==> config.mk <==
export PLATFORM = sky130hd
export DESIGN_NAME = ervp_spsram_cell_arbiter_flat
export DESIGN_NICKNAME = d
export VERILOG_FILES = /design/src/rtl/ervp_spsram_arb_pkg.sv /design/src/rtl/ervp_spsram_cell_arbiter_if.sv /design/src/rtl/ervp_rr_lock_arbiter2.sv /design/src/rtl/ervp_spsram_cell_arbiter.sv /design/src/flat_wrapper.sv
export SDC_FILE = /design/constraint.sdc
export NUM_CORES = 1
export LEC_CHECK = 0
export ABC_AREA = 1
export CORE_AREA = 3 3 103 105
export CTS_CLUSTER_SIZE = 28
export DETAILED_ROUTE_END_ITERATION = 7
export DIE_AREA = 0 0 106 108
export GPL_TIMING_DRIVEN = 0
export PLACE_DENSITY = 0.62
export SYNTH_ARGS = -nofsm -noshare
export SYNTH_HDL_FRONTEND = slang
export SYNTH_SLANG_ARGS = --single-unit
==> constraint.sdc <==
create_clock -name clk -period 2.6 [get_ports clk]
set_input_delay 0.26 -clock clk [delete_from_list [all_inputs] [get_ports clk]]
set_output_delay 0.26 -clock clk [all_outputs]
set_load 0.01 [all_outputs]
==> src/rtl/ervp_spsram_arb_pkg.sv <==
// Shared definitions for the single-port SRAM cell arbiter: owner encoding,
// lock-bound default and lock-counter sizing.
package ervp_spsram_arb_pkg;

    typedef enum logic {
        OWNER_RQ0 = 1'b0,
        OWNER_RQ1 = 1'b1
    } owner_e;

    typedef enum logic {
        ST_IDLE   = 1'b0,
        ST_LOCKED = 1'b1
    } lock_state_e;

    localparam int MAX_LOCK_DEFAULT = 16;

    // Counter must hold the value MAX_LOCK itself, hence the extra bit.
    function automatic int lock_cnt_width(input int max_lock);
        return $clog2(max_lock) + 1;
    endfunction

endpackage

==> src/rtl/ervp_spsram_cell_arbiter_if.sv <==
// One requester port of the SRAM cell arbiter: request/payload from the
// master, grant and read return from the arbiter.
interface ervp_spsram_cell_arbiter_if #(
    parameter int BW_INDEX    = 15,
    parameter int BW_DATA     = 32,
    parameter int BW_BYTE_WEN = BW_DATA / 8
);
    logic                   req;
    logic                   lock;
    logic                   write;
    logic [BW_INDEX-1:0]    index;
    logic [BW_BYTE_WEN-1:0] wbyte;
    logic [BW_DATA-1:0]     wdata;
    logic                   grant;
    logic                   rvalid;
    logic [BW_DATA-1:0]     rdata;

    modport master (
        output req, lock, write, index, wbyte, wdata,
        input  grant, rvalid, rdata
    );

    modport slave (
        input  req, lock, write, index, wbyte, wdata,
        output grant, rvalid, rdata
    );
endinterface

==> src/rtl/ervp_rr_lock_arbiter2.sv <==
// Two-way round-robin grant with a bounded lock that lets one requester keep
// the cell for back-to-back accesses while the other waits.
//
//   state     | meaning
//   ST_IDLE   | no lock held; contention resolved by last_ptr round-robin
//   ST_LOCKED | owner keeps the grant until it drops req/lock or the bound hits
module ervp_rr_lock_arbiter2
    import ervp_spsram_arb_pkg::*;
#(
    parameter int MAX_LOCK    = MAX_LOCK_DEFAULT,
    parameter int BW_LOCK_CNT = lock_cnt_width(MAX_LOCK)
) (
    input  logic       clk,
    input  logic       rstnn,
    input  logic       stall,
    input  logic [1:0] req,
    input  logic [1:0] lock,
    output logic [1:0] grant,
    output logic       gnt_idx,
    output logic       owner,
    output logic       locked
);
    localparam logic [BW_LOCK_CNT-1:0] LOCK_MAX = BW_LOCK_CNT'(MAX_LOCK);
    localparam logic [BW_LOCK_CNT-1:0] LOCK_ONE = BW_LOCK_CNT'(1);

    lock_state_e             state_q, state_d;
    owner_e                  owner_q, owner_d;
    owner_e                  last_ptr_q, last_ptr_d;
    logic [BW_LOCK_CNT-1:0]  lock_cnt_q, lock_cnt_d;
    logic                    pick;

    always_comb begin
        grant = 2'b00;
        pick  = 1'b0;
        if (!stall) begin
            unique case (req)
                2'b01: grant = 2'b01;
                2'b10: grant = 2'b10;
                2'b11: begin
                    if (state_q == ST_LOCKED)
                        pick = (lock_cnt_q == LOCK_MAX) ? ~owner_q : owner_q;
                    else
                        pick = ~last_ptr_q;
                    grant = pick ? 2'b10 : 2'b01;
                end
                default: grant = 2'b00;
            endcase
        end
    end

    assign gnt_idx = grant[1];

    always_comb begin
        state_d    = state_q;
        owner_d    = owner_q;
        last_ptr_d = last_ptr_q;
        lock_cnt_d = lock_cnt_q;
        if (!stall) begin
            if (grant != 2'b00) begin
                last_ptr_d = owner_e'(gnt_idx);
                owner_d    = owner_e'(gnt_idx);
                if (state_q == ST_LOCKED && gnt_idx == owner_q && lock[gnt_idx]) begin
                    if (req[~gnt_idx] && lock_cnt_q != LOCK_MAX)
                        lock_cnt_d = lock_cnt_q + LOCK_ONE;
                end else if (lock[gnt_idx]) begin
                    // Fresh lock, possibly right after a forced switch.
                    state_d    = ST_LOCKED;
                    lock_cnt_d = req[~gnt_idx] ? LOCK_ONE : '0;
                end else begin
                    state_d    = ST_IDLE;
                    lock_cnt_d = '0;
                end
            end else if (state_q == ST_LOCKED) begin
                state_d    = ST_IDLE;
                lock_cnt_d = '0;
            end
        end
    end

    always_ff @(posedge clk) begin
        if (rstnn) begin
            state_q    <= ST_IDLE;
            owner_q    <= OWNER_RQ0;
            last_ptr_q <= OWNER_RQ1;
            lock_cnt_q <= '0;
        end else begin
            state_q    <= state_d;
            owner_q    <= owner_d;
            last_ptr_q <= last_ptr_d;
            lock_cnt_q <= lock_cnt_d;
        end
    end

    assign owner  = owner_q;
    assign locked = (state_q == ST_LOCKED);

endmodule

==> src/rtl/ervp_spsram_cell_arbiter.sv <==
// Shares one single-port SRAM cell between two requesters; muxes the granted
// access onto the cell and steers the 1-cycle read return to its issuer.
module ervp_spsram_cell_arbiter
    import ervp_spsram_arb_pkg::*;
#(
    parameter int BW_INDEX    = 15,
    parameter int BW_DATA     = 32,
    parameter int BW_BYTE_WEN = BW_DATA / 8,
    parameter int MAX_LOCK    = MAX_LOCK_DEFAULT,
    parameter int BW_LOCK_CNT = lock_cnt_width(MAX_LOCK)
) (
    input  logic                   clk,
    input  logic                   rstnn,
    ervp_spsram_cell_arbiter_if.slave rq0,
    ervp_spsram_cell_arbiter_if.slave rq1,
    output logic [BW_INDEX-1:0]    cell_index,
    output logic                   cell_enable,
    output logic                   cell_wenable,
    output logic [BW_BYTE_WEN-1:0] cell_wenable_byte,
    output logic [BW_DATA-1:0]     cell_wdata,
    output logic                   cell_renable,
    input  logic [BW_DATA-1:0]     cell_rdata,
    input  logic                   cell_stall,
    output logic                   owner,
    output logic                   locked
);
    logic [1:0] grant;
    logic       gnt_idx;
    logic       rvalid_q, rvalid_d;
    owner_e     rtag_q, rtag_d;

    ervp_rr_lock_arbiter2 #(
        .MAX_LOCK    (MAX_LOCK),
        .BW_LOCK_CNT (BW_LOCK_CNT)
    ) u_arb (
        .clk     (clk),
        .rstnn   (rstnn),
        .stall   (cell_stall),
        .req     ({rq1.req, rq0.req}),
        .lock    ({rq1.lock, rq0.lock}),
        .grant   (grant),
        .gnt_idx (gnt_idx),
        .owner   (owner),
        .locked  (locked)
    );

    assign rq0.grant = grant[0];
    assign rq1.grant = grant[1];

    always_comb begin
        cell_enable       = |grant;
        cell_index        = '0;
        cell_wenable      = 1'b0;
        cell_renable      = 1'b0;
        cell_wenable_byte = '0;
        cell_wdata        = '0;
        if (grant[0]) begin
            cell_index        = rq0.index;
            cell_wenable      = rq0.write;
            cell_renable      = ~rq0.write;
            cell_wenable_byte = rq0.write ? rq0.wbyte : '0;
            cell_wdata        = rq0.wdata;
        end else if (grant[1]) begin
            cell_index        = rq1.index;
            cell_wenable      = rq1.write;
            cell_renable      = ~rq1.write;
            cell_wenable_byte = rq1.write ? rq1.wbyte : '0;
            cell_wdata        = rq1.wdata;
        end
    end

    // Cell returns read data exactly one cycle after renable; tag it with the issuer.
    always_comb begin
        rvalid_d = cell_renable;
        rtag_d   = owner_e'(gnt_idx);
    end

    always_ff @(posedge clk) begin
        if (rstnn) begin
            rvalid_q <= 1'b0;
            rtag_q   <= OWNER_RQ0;
        end else begin
            rvalid_q <= rvalid_d;
            rtag_q   <= rtag_d;
        end
    end

    assign rq0.rvalid = rvalid_q & (rtag_q == OWNER_RQ0);
    assign rq1.rvalid = rvalid_q & (rtag_q == OWNER_RQ1);
    assign rq0.rdata  = cell_rdata;
    assign rq1.rdata  = cell_rdata;

endmodule

==> src/flat_wrapper.sv <==
// flat-port wrapper written by rule: the top's interface ports become plain ports
module ervp_spsram_cell_arbiter_flat import ervp_spsram_arb_pkg::*;
#(
    parameter int BW_INDEX    = 15,
    parameter int BW_DATA     = 32,
    parameter int BW_BYTE_WEN = BW_DATA / 8,
    parameter int MAX_LOCK    = MAX_LOCK_DEFAULT,
    parameter int BW_LOCK_CNT = lock_cnt_width(MAX_LOCK)
)
  (clk, rstnn, cell_index, cell_enable, cell_wenable, cell_wenable_byte, cell_wdata, cell_renable, cell_rdata, cell_stall, owner, locked, rq0_req, rq0_lock, rq0_write, rq0_index, rq0_wbyte, rq0_wdata, rq0_grant, rq0_rvalid, rq0_rdata, rq1_req, rq1_lock, rq1_write, rq1_index, rq1_wbyte, rq1_wdata, rq1_grant, rq1_rvalid, rq1_rdata);
  ervp_spsram_cell_arbiter_if #(.BW_INDEX(BW_INDEX), .BW_DATA(BW_DATA), .BW_BYTE_WEN(BW_BYTE_WEN)) rq0_i ();
  ervp_spsram_cell_arbiter_if #(.BW_INDEX(BW_INDEX), .BW_DATA(BW_DATA), .BW_BYTE_WEN(BW_BYTE_WEN)) rq1_i ();
  input  logic clk;
  input  logic rstnn;
  output logic [BW_INDEX-1:0] cell_index;
  output logic cell_enable;
  output logic cell_wenable;
  output logic [BW_BYTE_WEN-1:0] cell_wenable_byte;
  output logic [BW_DATA-1:0] cell_wdata;
  output logic cell_renable;
  input  logic [BW_DATA-1:0] cell_rdata;
  input  logic cell_stall;
  output logic owner;
  output logic locked;
  input wire logic [$bits(rq0_i.req)-1:0] rq0_req;
  input wire logic [$bits(rq0_i.lock)-1:0] rq0_lock;
  input wire logic [$bits(rq0_i.write)-1:0] rq0_write;
  input wire logic [$bits(rq0_i.index)-1:0] rq0_index;
  input wire logic [$bits(rq0_i.wbyte)-1:0] rq0_wbyte;
  input wire logic [$bits(rq0_i.wdata)-1:0] rq0_wdata;
  output wire logic [$bits(rq0_i.grant)-1:0] rq0_grant;
  output wire logic [$bits(rq0_i.rvalid)-1:0] rq0_rvalid;
  output wire logic [$bits(rq0_i.rdata)-1:0] rq0_rdata;
  input wire logic [$bits(rq1_i.req)-1:0] rq1_req;
  input wire logic [$bits(rq1_i.lock)-1:0] rq1_lock;
  input wire logic [$bits(rq1_i.write)-1:0] rq1_write;
  input wire logic [$bits(rq1_i.index)-1:0] rq1_index;
  input wire logic [$bits(rq1_i.wbyte)-1:0] rq1_wbyte;
  input wire logic [$bits(rq1_i.wdata)-1:0] rq1_wdata;
  output wire logic [$bits(rq1_i.grant)-1:0] rq1_grant;
  output wire logic [$bits(rq1_i.rvalid)-1:0] rq1_rvalid;
  output wire logic [$bits(rq1_i.rdata)-1:0] rq1_rdata;
  assign rq0_i.req = rq0_req;
  assign rq0_i.lock = rq0_lock;
  assign rq0_i.write = rq0_write;
  assign rq0_i.index = rq0_index;
  assign rq0_i.wbyte = rq0_wbyte;
  assign rq0_i.wdata = rq0_wdata;
  assign rq0_grant = rq0_i.grant;
  assign rq0_rvalid = rq0_i.rvalid;
  assign rq0_rdata = rq0_i.rdata;
  assign rq1_i.req = rq1_req;
  assign rq1_i.lock = rq1_lock;
  assign rq1_i.write = rq1_write;
  assign rq1_i.index = rq1_index;
  assign rq1_i.wbyte = rq1_wbyte;
  assign rq1_i.wdata = rq1_wdata;
  assign rq1_grant = rq1_i.grant;
  assign rq1_rvalid = rq1_i.rvalid;
  assign rq1_rdata = rq1_i.rdata;
  ervp_spsram_cell_arbiter #(.BW_INDEX(BW_INDEX), .BW_DATA(BW_DATA), .BW_BYTE_WEN(BW_BYTE_WEN), .MAX_LOCK(MAX_LOCK), .BW_LOCK_CNT(BW_LOCK_CNT)) u_core (.clk(clk), .rstnn(rstnn), .rq0(rq0_i), .rq1(rq1_i), .cell_index(cell_index), .cell_enable(cell_enable), .cell_wenable(cell_wenable), .cell_wenable_byte(cell_wenable_byte), .cell_wdata(cell_wdata), .cell_renable(cell_renable), .cell_rdata(cell_rdata), .cell_stall(cell_stall), .owner(owner), .locked(locked));
endmodule
# --- Yosys cells after proc, flatten, opt, wreduce, memory -nomap -nowiden ---
# Index checks and enable logic that the tools add are counted.
word_totals:
  register_bits: 10
  out_inout_bits: 124
op_classes:
  n_reduce_logical: 9
  n_lt_le_gt_ge: 2
  add_sub_neg: 1
  n_eq_ne: 8
  n_mux: 32
  bitwise: 9
ops:
  columns: ["operator", "count"]
  rows:
  - ["$mux 32", 2]
  - ["$mux 15", 2]
  - ["$mux 5", 4]
  - ["$mux 1", 17]
  - ["$mux 4", 4]
  - ["$not 1->1", 7]
  - ["$pmux 2 s3", 1]
  - ["$add 5x1->5 const B", 1]
  - ["$eq 5x5->1 const B", 1]
  - ["$ne 5x5->1 const B", 1]
  - ["$eq 2x2->1 const B", 2]
  - ["$lt 1x2->1 const B", 2]
  - ["$mux 2", 2]
  - ["$reduce_and 2->1", 2]
  - ["$reduce_bool 2->1", 2]
  - ["$logic_and 1x1->1", 3]
  - ["$ne 3x2->1 const B", 1]
  - ["$reduce_and 3->1", 1]
  - ["$and 1x1->1", 2]
  - ["$eq 2x1->1 const B", 1]
  - ["$ne 2x2->1 const B", 1]
  - ["$reduce_or 2->1", 1]
  - ["$eq 1x1->1", 1]

# --- Depth between registers and ports, before layout ---
# Gate-level depths: netlist of the first run.
depth:
  depth_word: 15
  depth_mapped: 17

# --- Modules after synthesis ---
# From an unflattened synthesis of the first run, not the netlist that was laid out.
hier_totals:
  cells_unflattened: 341
  hier_area_um2: 1880.6
modules_own_cells:
  columns: ["module", "n_inst", "seq_area_each_um2", "cells_per_inst", "area_each_um2"]
  rows:
  - ["ervp_spsram_cell_arbiter", 1, 40.0, 247, 1256.2]
  - ["ervp_rr_lock_arbiter2", 1, 160.2, 94, 624.3]

# --- Worst setup path before layout of the first run ---
# Ideal clock, no wire load.
synth_timing:
  path_kind: "register to output"
  startpoint: "register u_core.u_arb.lock_cnt_q[0]"
  endpoint: "output cell_index[10]"
  arrival_time_ps: 1637
  required_ps: 2340
  setup_slack_ps: 703
  path_stages_with_launch: 14
  cell_sequence: "dfxtp_1 -> inv_1 -> ha_1 -> nand2_1 -> inv_1 -> nand2_1 -> nand2_1 -> nand3_2 -> nand2_4 -> nand2_1 -> nand2_1 -> inv_2 -> clkbuf_1 -> a22o_1"
synth_between:
  elab_chain_len: 10
synth_rtl:
  columns: ["item", "line", "rtl"]
  rows:
  - ["start: declaration", "ervp_rr_lock_arbiter2.sv:29", "logic [BW_LOCK_CNT-1:0] lock_cnt_q, lock_cnt_d;"]
  - ["start signal: assignment", "ervp_rr_lock_arbiter2.sv:90", "lock_cnt_q <= lock_cnt_d;"]
  - ["$eq 5x5->1 *", "ervp_rr_lock_arbiter2.sv:41", "pick = (lock_cnt_q == LOCK_MAX) ? ~owner_q : owner_q;"]
  - ["$mux 1 *", "ervp_rr_lock_arbiter2.sv:41", null]
  - ["$mux 1 *", "ervp_rr_lock_arbiter2.sv:40", "if (state_q == ST_LOCKED)"]
  - ["$mux 1 *", "ervp_rr_lock_arbiter2.sv:36", "unique case (req)"]
  - ["$mux 1 *", "ervp_rr_lock_arbiter2.sv:35", "if (!stall) begin"]
  - ["$mux 2 *", "ervp_rr_lock_arbiter2.sv:44", "grant = pick ? 2'b10 : 2'b01;"]
  - ["$pmux 2 s3 *", "ervp_rr_lock_arbiter2.sv:36", null]
  - ["$mux 2 *", "ervp_rr_lock_arbiter2.sv:35", null]
  - ["$mux 15", "ervp_spsram_cell_arbiter.sv:63", "end else if (grant[1]) begin"]
  - ["$mux 15 *", "ervp_spsram_cell_arbiter.sv:57", "if (grant[0]) begin"]
  - ["end: declaration", "flat_wrapper.sv:15", "output logic [BW_INDEX-1:0] cell_index;"]
# Every way passes the cells marked *; elsewhere a longest branch is shown, timed or not. The select of a mux whose other input is x is not followed.

# --- Final worst setup path of the first run ---
layout_timing:
  startpoint: "register u_core.u_arb.lock_cnt_q[1]"
  endpoint: "output cell_wenable"
layout_between:
  elab_chain_len: 10
layout_rtl:
  columns: ["item", "line", "rtl"]
  rows:
  - ["$eq 5x5->1 *", "ervp_rr_lock_arbiter2.sv:41", null]
  - ["$mux 1 *", "ervp_rr_lock_arbiter2.sv:41", null]
  - ["$mux 1 *", "ervp_rr_lock_arbiter2.sv:40", null]
  - ["$mux 1 *", "ervp_rr_lock_arbiter2.sv:36", null]
  - ["$mux 1 *", "ervp_rr_lock_arbiter2.sv:35", null]
  - ["$mux 2 *", "ervp_rr_lock_arbiter2.sv:44", null]
  - ["$pmux 2 s3 *", "ervp_rr_lock_arbiter2.sv:36", null]
  - ["$mux 2 *", "ervp_rr_lock_arbiter2.sv:35", null]
  - ["$mux 1", "ervp_spsram_cell_arbiter.sv:63", null]
  - ["$mux 1 *", "ervp_spsram_cell_arbiter.sv:57", null]
  - ["end: declaration", "flat_wrapper.sv:17", "output logic cell_wenable;"]
# Marks and branches as above.

==> qor.txt, run 1 <==
LOGIC SYNTHESIS
----------------------------------------------------------------------------------
Post-synth net total ................................................          383
Sequential element share of the synthesized area ....................        0.119
Cell type contributing the most total cell area after synthesis ..... sky130_fd_sc_hd__buf_4
Share of the synthesized area in the top cell type ..................        0.285
Number of flip-flops and latches in the synthesized netlist .........           10
Cells after Synth ...................................................          238
Syn Area/Cell .......................................................     7.09 um2
Largest cells by area after synthesis ............................... sky130_fd_sc_hd__buf_4 28%, sky130_fd_sc_hd__a22o_1 25%, sky130_fd_sc_hd__dfxtp_1 12%
Count of cell types in the netlist ..................................           25
Netlist Area Pre-Place ..............................................     1690 um2
Synth warnings ......................................................            0

WORST HOLD PATH
----------------------------------------------------------------------------------
Hold Crit Depth .....................................................            2
Min-Delay Endpoint .................................................. u_core.u_arb.last_ptr_q$_SDFFE_PP1P_
Startpoint of the most critical hold path ........................... u_core.u_arb.last_ptr_q$_SDFFE_PP1P_
Worst hold path type ................................................      reg2reg

PLACE
----------------------------------------------------------------------------------
Placed wire-length estimate .........................................      8170 um
Number of buffers inserted by port buffering ........................          234
Routability-driven placement congestion ratio .......................        0.789
Cell Area, Placed ...................................................     4200 um2
Placed Instances ....................................................          605
Placement-stage worst setup slack ...................................    -0.338 ns

CLOCK NETWORK
----------------------------------------------------------------------------------
Insertion delay of the later-clocked pin in the worst-skew pair .....      0.24 ns
CTS root buffer ..................................................... sky130_fd_sc_hd__clkbuf_8
Post-CTS Hold Buffers ...............................................            0
Clock sink total ....................................................           10
TritonCTS clock tree ................................................         done
Clk slew on worst S/H paths .........................................      0.05 ns
Clock buffer count from CTS .........................................            3
CTS max path bufs ...................................................            2
Count of H-tree levels built during CTS .............................            1

WORST SETUP PATH
----------------------------------------------------------------------------------
Peak fanout along the critical path .................................           10
Endpoint of the worst-slack reg-to-reg timing path .................. u_core.u_arb.lock_cnt_q[0]$_SDFFE_PP0P_
Startpoint Class ....................................................    flip-flop
Endpoint type of the worst setup path ............................... primary output
Type of the worst setup path ........................................      reg2out
Arrival time at the worst endpoint ..................................      2.21 ns
Buffers & Inverters on Critical Path ................................            7
Reg2reg start ....................................................... u_core.u_arb.lock_cnt_q[1]$_SDFFE_PP0P_
Required time worst endpoint ........................................      2.34 ns
Max incr delay on CP ................................................      0.36 ns
Worst path slowest cell ............................................. sky130_fd_sc_hd__dfxtp_1
Cell breakdown of the critical path ................................. inv_1, ha_1, nand2_1, inv_1, nand3_1, nand3_2, nand2_4, nand2_1, nand2_2, clkinv_4, buf_4, buf_4, clkbuf_8, a22o_1, clkbuf_2
Register-to-register setup slack ....................................      0.46 ns
Critical path's top delay family .................................... buffers and inverters
R2r worst-path depth ................................................           17

STA
----------------------------------------------------------------------------------
Max-slew headroom ...................................................        0.651
Time the final worst path needs with I/O delays and setup ...........      2.47 ns
Top achievable clock speed ..........................................      404 MHz
Final setup vio count ...............................................            0
Final clock skew ....................................................   0.00338 ns
Post-route worst setup slack ........................................     0.125 ns
Slew Viols, Final ...................................................            0
Final hold viol count ...............................................            0
Worst-margin pin slew ...............................................     0.520 ns
Setup Total Neg Slack ...............................................         0 ns
Setup repair after global routing missed its margin .................          yes
Crit share post-route ...............................................        0.952

FLOORPLAN
----------------------------------------------------------------------------------
Number of ports placed on the die boundary ..........................          267
Area of the die .....................................................    11400 um2
Core Footprint ......................................................     9730 um2
Initial cell density of the core ....................................        0.173
Die height ..........................................................       108 um
Die width ...........................................................       106 um
Cell row count ......................................................           36

GLOBAL ROUTE
----------------------------------------------------------------------------------
Overflow after GRT ..................................................            0
Number of antenna violations at the first check in global routing ...            0
Vias in the first global route ......................................         2555
Total global-route track usage ......................................        0.148
Maximum number of pins on one net before global-route repair ........           11
Wire length of the first global-routing pass ........................     13300 um

ROUTING
----------------------------------------------------------------------------------
Vias per std cell ...................................................         4.03
Vias after detailed routing .........................................         2489
First-iteration detailed-routing DRC count ..........................           58
Length of the first detailed-routing pass in iterations .............            4
Routed wire length ..................................................      9300 um
Final routed wire length divided by cell count ......................      15.1 um
Number of routed nets with antenna violations .......................            0
Detailed-route DRC error count ......................................            0

RUN STATUS
----------------------------------------------------------------------------------
Result of the run ................................................... finished, final reports clean

POWER AND IR DROP
----------------------------------------------------------------------------------
Combinational fraction of design power ..............................        0.652
IR Drop Worst-Case VDD ..............................................   0.000106 V
Clock network fraction of total power ...............................        0.185
PD cells ............................................................   253 nW/um2
PnR Total Power .....................................................      1.08 mW
P_sw ................................................................     0.335 mW
Cell internal power dissipation .....................................     0.743 mW
Net switching fraction of the power .................................        0.311
Fraction of power consumed by sequential logic ......................        0.163
Cell leakage power ..................................................      2.15 nW

LAYOUT
----------------------------------------------------------------------------------
Number of cells in the finished layout apart from fillers ...........          618
Share of final-layout standard cells stronger than drive strength 1 .        0.272
Post-synthesis to final-layout area growth ..........................         153%
Final #Nets .........................................................          631
Post-route cell area ................................................     4270 um2
Number of inserted diodes ...........................................            0

RUN
----------------------------------------------------------------------------------
Maximum capacitance violations ......................................            0

[through the flow]
step | utilization | hold WS [ns]
detailed placement | 0.431 | 0.507
finish | 0.439 | 0.515
global route | 0.439 | 0.548
floorplan | - | 0.329
global placement | 0.431 | 0.505
CTS | 0.442 | 0.518
[how the worst max path moves through the flow]
stage	startpoint	slack (ns)	end	depth (start not counted)
after floorplan	u_core.u_arb.lock_cnt_q[0]$_SDFFE_PP0P_	0.70	cell_index[10]	13
after global placement	rq1_req	-0.32	cell_wdata[6]	8
after detailed placement	rq1_req	-0.34	cell_wdata[6]	8
after CTS	u_core.u_arb.lock_cnt_q[0]$_SDFFE_PP0P_	-0.13	cell_wdata[4]	12
after global routing	u_core.u_arb.lock_cnt_q[0]$_SDFFE_PP0P_	-0.06	cell_wdata[31]	16
final	u_core.u_arb.lock_cnt_q[1]$_SDFFE_PP0P_	0.13	cell_wenable	15
[power groups by stage]
stage / Combinational, mW / Sequential, mW / Clock [mW]
2_1_floorplan: 0.283 / 0.176 / 0
4_1_cts: 0.715 / 0.174 / 0.204
5_1_grt: 0.756 / 0.177 / 0.215
3_3_place_gp: 0.723 / 0.177 / 0
6_report: 0.703 / 0.175 / 0.200
3_5_place_dp: 0.725 / 0.177 / 0
[cell families (layout without fill, tap and decap cells)]
logic type | Yosys count | in the layout | share of synthesized area
AND/OR/NAND/NOR | 67 | 67 | 0.206
AO/OA/AOI/OAI | 59 | 59 | 0.285
adder cells (fa/ha/maj) | 2 | 2 | 0.0148
flip-flops | 10 | 10 | 0.119
XOR/XNOR | 3 | 3 | 0.0156
buffers and inverters | 97 | 344 | 0.360
[worst min-delay path: stages, from the launching register on]
cell and delay, ns:
sky130_fd_sc_hd__dfxtp_1 0.29, sky130_fd_sc_hd__inv_1 0.06, sky130_fd_sc_hd__o211ai_1 0.10
[layer usage]
metal / track usage / routed length [um]
met1: 0.153 / 3100
met2: 0.280 / 5050
met3: 0.0693 / 1100
met4: 0.0176 / 55
met5: 0 / 0
[area by class of cell]
type | count | area [um2]
multi-input cells | 131 | 882
plain buffers | 75 | 589
fillers | 995 | 5460
inverters | 22 | 92.6
clock buffers | 4 | 55.1
well taps | 133 | 166
repair buffers | 243 | 2280
flip-flops and latches | 10 | 201
[flip-flops by register name (all words and copies together), names as in the netlist]
register	cells
u_core.u_arb.lock_cnt_q	5
u_core.rtag_q	1
u_core.rvalid_q	1
u_core.u_arb.last_ptr_q	1
u_core.u_arb.locked	1
u_core.u_arb.owner	1
[layout by cell type, fill, tap and decap left out, types with 8 or more instances in the layout]
cell type and instances:
sky130_fd_sc_hd__dlygate4sd2_1 10, sky130_fd_sc_hd__nor2_1 11, sky130_fd_sc_hd__buf_4 76, sky130_fd_sc_hd__clkbuf_2 29, sky130_fd_sc_hd__dlymetal6s2s_1 12, sky130_fd_sc_hd__nand3_1 19, sky130_fd_sc_hd__a22o_1 48, sky130_fd_sc_hd__dfxtp_1 9
sky130_fd_sc_hd__clkdlybuf4s50_1 179, sky130_fd_sc_hd__inv_1 19, sky130_fd_sc_hd__clkbuf_8 8, sky130_fd_sc_hd__nand2_1 23
[synth_stat cells]
cell	n
sky130_fd_sc_hd__a21oi_1	7
sky130_fd_sc_hd__o22ai_1	1
sky130_fd_sc_hd__nor2_2	1
sky130_fd_sc_hd__xnor2_1	1
sky130_fd_sc_hd__nand3_4	2
sky130_fd_sc_hd__o211ai_1	1
sky130_fd_sc_hd__nand3_2	2
sky130_fd_sc_hd__inv_2	2
sky130_fd_sc_hd__nor2_4	1
sky130_fd_sc_hd__nand2_4	1
sky130_fd_sc_hd__buf_2	3
sky130_fd_sc_hd__xor2_1	2
sky130_fd_sc_hd__ha_1	2
sky130_fd_sc_hd__inv_1	20
sky130_fd_sc_hd__dfxtp_1	10
sky130_fd_sc_hd__nand2_2	3
sky130_fd_sc_hd__clkbuf_1	8
sky130_fd_sc_hd__a22o_1	48
sky130_fd_sc_hd__a31oi_1	1
sky130_fd_sc_hd__nand2_1	24
sky130_fd_sc_hd__nand4_1	3
sky130_fd_sc_hd__nor2_1	11
sky130_fd_sc_hd__nand3_1	19
sky130_fd_sc_hd__o21ai_1	1
sky130_fd_sc_hd__buf_4	64
[what timing repair did]
| item | 4_1_cts | 5_1_grt |
|---|---|---|
| setup buffers | 4 | 5 |
| endpoints found under the setup margin | 54 | 48 |
| resized for setup | 70 | 79 |
| pin swaps | 0 | 0 |
No activity file was read; power rests on OpenSTA's default activity.
==> run 2, diff against run 1 <==
--- a/config.mk
+++ b/config.mk
@@ -6,12 +6,13 @@
 export NUM_CORES = 1
 export LEC_CHECK = 0
 export ABC_AREA = 1
-export CORE_AREA = 3 3 103 105
+export CORE_ASPECT_RATIO = 0.8
+export CORE_MARGIN = 10
+export CORE_UTILIZATION = 25
 export CTS_CLUSTER_SIZE = 28
 export DETAILED_ROUTE_END_ITERATION = 7
-export DIE_AREA = 0 0 106 108
 export GPL_TIMING_DRIVEN = 0
-export PLACE_DENSITY = 0.62
+export PLACE_DENSITY = 0.87
 export SYNTH_ARGS = -nofsm -noshare
 export SYNTH_HDL_FRONTEND = slang
 export SYNTH_SLANG_ARGS = --single-unit
==> qor.txt, run 2 (synthesized netlist as in run 1, its figures left out) <==
LAYOUT
------------------------------------------------------------------------------------
Post-synthesis to final-layout area growth ............................         152%
Largest Register ...................................................... u_core.u_arb.lock_cnt_q
Most frequent cells in the layout ..................................... 200 x sky130_fd_sc_hd__clkdlybuf4s50_1, 74 x sky130_fd_sc_hd__buf_4, 48 x sky130_fd_sc_hd__a22o_1, 24 x sky130_fd_sc_hd__nand2_1, 23 x sky130_fd_sc_hd__dlymetal6s2s_1
Most common library cell in the layout ignoring fill and taps ......... sky130_fd_sc_hd__clkdlybuf4s50_1
Final #Nets ...........................................................          622
Share of final-layout standard cells stronger than drive strength 1 ...        0.204
Post-route cell area ..................................................     4260 um2
Util after Layout .....................................................        0.658
Max reg flops .........................................................            5
Number of cells in the finished layout apart from fillers .............          560
Number of inserted diodes .............................................            0

ROUTING
------------------------------------------------------------------------------------
Vias per std cell .....................................................         4.57
Detailed-route DRC error count ........................................            0
Length of the first detailed-routing pass in iterations ...............            4
Final routed wire length divided by cell count ........................      20.7 um
Routed wire length ....................................................     11600 um
Vias after detailed routing ...........................................         2558
Number of routed nets with antenna violations .........................            0
First-iteration detailed-routing DRC count ............................          123

PLACE
------------------------------------------------------------------------------------
Number of buffers inserted by port buffering ..........................          234
Cell Area, Placed .....................................................     4140 um2
Placed wire-length estimate ...........................................     10600 um
Placed Instances ......................................................          556
Placement-stage worst setup slack .....................................    -0.292 ns
Routability-driven placement congestion ratio .........................        0.849

WORST SETUP PATH
------------------------------------------------------------------------------------
Register-to-register setup slack ......................................      0.54 ns
Endpoint of the worst-slack reg-to-reg timing path .................... u_core.u_arb.lock_cnt_q[2]$_SDFFE_PP0P_
Depth of the critical timing path with buffers and inverters included .           14
R2r worst-path depth ..................................................           16
Most common cell type on the critical path ............................ sky130_fd_sc_hd__nand2_1
Worst path slowest cell ............................................... sky130_fd_sc_hd__clkdlybuf4s50_1
Endpoint type of the worst setup path ................................. primary output
Peak fanout along the critical path ...................................           10
Reg2reg start ......................................................... u_core.u_arb.lock_cnt_q[0]$_SDFFE_PP0P_
Startpoint Class ......................................................    flip-flop
Arrival time at the worst endpoint ....................................      2.46 ns
Capture point of the worst path ....................................... cell_wdata[16]
Buffers & Inverters on Critical Path ..................................            5
Type of the worst setup path ..........................................      reg2out
Required time worst endpoint ..........................................      2.34 ns
Setup crit start ...................................................... u_core.u_arb.lock_cnt_q[0]$_SDFFE_PP0P_
Cell breakdown of the critical path ................................... inv_1, ha_1, nand2_1, inv_1, nand2_1, nand2_1, nand3_2, nand2_4, nand2_1, nand2_1, inv_4, buf_4, a22o_1, clkdlybuf4s50_1
Critical path's top delay family ...................................... buffers and inverters
Max incr delay on CP ..................................................      0.55 ns

RUN
------------------------------------------------------------------------------------
Maximum capacitance violations ........................................            0

RUN STATUS
------------------------------------------------------------------------------------
Violations in the final reports ....................................... negative setup slack
Result of the run ..................................................... finished, violations left

GLOBAL ROUTE
------------------------------------------------------------------------------------
Overflow after GRT ....................................................            0
Vias in the first global route ........................................         2769
Wire length of the first global-routing pass ..........................     16700 um
Number of antenna violations at the first check in global routing .....            0
Total global-route track usage ........................................        0.200
Maximum number of pins on one net before global-route repair ..........           11

WORST HOLD PATH
------------------------------------------------------------------------------------
Startpoint of the most critical hold path ............................. u_core.u_arb.last_ptr_q$_SDFFE_PP1P_
Worst hold path type ..................................................      reg2reg

STA
------------------------------------------------------------------------------------
Final hold viol count .................................................            0
Hold_ws ...............................................................     0.504 ns
Worst-margin pin slew .................................................     0.513 ns
Final clock skew ......................................................  0.000816 ns
Max-slew headroom .....................................................        0.655
Slew Viols, Final .....................................................            0
Post-route worst setup slack ..........................................    -0.125 ns
Final setup vio count .................................................           20
Crit share post-route .................................................         1.05
Setup repair after global routing missed its margin ...................          yes
Time the final worst path needs with I/O delays and setup .............      2.72 ns
Setup Total Neg Slack .................................................     -1.91 ns
Top achievable clock speed ............................................      367 MHz

CLOCK NETWORK
------------------------------------------------------------------------------------
CTS max path bufs .....................................................            2
Post-CTS Hold Buffers .................................................            0
Clock buffer count from CTS ...........................................            3
Clk slew on worst S/H paths ...........................................      0.05 ns
Clock sink total ......................................................           10
CTS root buffer ....................................................... sky130_fd_sc_hd__clkbuf_8
TritonCTS clock tree ..................................................         done
Insertion delay of the later-clocked pin in the worst-skew pair .......      0.23 ns
Count of H-tree levels built during CTS ...............................            1

FLOORPLAN
------------------------------------------------------------------------------------
Initial cell density of the core ......................................        0.261
Die width .............................................................       112 um
Die height ............................................................      93.5 um
Number of ports placed on the die boundary ............................          267
Cell row count ........................................................           26
Area of the die .......................................................    10500 um2
Core Footprint ........................................................     6470 um2

POWER AND IR DROP
------------------------------------------------------------------------------------
IR Drop Worst-Case VDD ................................................   0.000272 V
Cell leakage power ....................................................      2.21 nW
PnR Total Power .......................................................      1.10 mW
PD cells ..............................................................   258 nW/um2

## run 2: metal layers
layer	up-vias	wire length, um	global-route usage	share of wire
li1	1238	-	-	-
met1	1160	3740	0.195	0.32
met2	152	6550	0.398	0.56
met3	8	1210	0.0722	0.10
met4	0	114	0.0385	0.0098
met5	-	0	0	0
## run 2: worst reg2reg max path, cell delays in order (launching register included)
cell and delay (ns):
sky130_fd_sc_hd__dfxtp_1 0.36, sky130_fd_sc_hd__inv_1 0.09, sky130_fd_sc_hd__ha_1 0.20, sky130_fd_sc_hd__nand2_1 0.06, sky130_fd_sc_hd__inv_1 0.04, sky130_fd_sc_hd__nand3_1 0.07
sky130_fd_sc_hd__nand3_2 0.11, sky130_fd_sc_hd__nand2_4 0.11, sky130_fd_sc_hd__nand3_4 0.13, sky130_fd_sc_hd__nand2_2 0.09, sky130_fd_sc_hd__nand3_2 0.10, sky130_fd_sc_hd__nor2_4 0.18
sky130_fd_sc_hd__nand3_4 0.13, sky130_fd_sc_hd__nand2_2 0.11, sky130_fd_sc_hd__nand2_1 0.07, sky130_fd_sc_hd__nand2_1 0.06, sky130_fd_sc_hd__nor2_1 0.04
## run 2: worst min-delay path by stage
stage / end / slack, ns / depth (start not counted)
6_report: u_core.u_arb.last_ptr_q$_SDFFE_PP1P_ / 0.50 / 2
3_3_place_gp: u_core.u_arb.last_ptr_q$_SDFFE_PP1P_ / 0.49 / 2
2_1_floorplan: u_core.u_arb.locked$_SDFFE_PP0P_ / 0.33 / 1
3_5_place_dp: u_core.u_arb.last_ptr_q$_SDFFE_PP1P_ / 0.50 / 2
5_1_grt: u_core.u_arb.last_ptr_q$_SDFFE_PP1P_ / 0.53 / 2
4_1_cts: u_core.u_arb.last_ptr_q$_SDFFE_PP1P_ / 0.51 / 2
## run 2: area by class of cell
class	instances	area [um2]
buffer	75	561
clock buffer	4	55.1
fill	527	2220
inverter	22	87.6
multi-input combinational	131	880
sequential	10	200
tap	84	105
timing repair buffer	234	2370
## run 2: what timing repair did
| item | CTS | global route |
|---|---|---|
| endpoints found under the setup margin | 51 | 55 |
| buffers inserted | 0 | 0 |
| pin swaps | 0 | 0 |
| gates resized for setup | 29 | 50 |
## run 2: report_power, final
group	leakage [nW]	switching, mW	internal, mW
combinational	2.10	0.266	0.460
clock	0.0288	0.0622	0.133
sequential	0.0823	0.0110	0.164
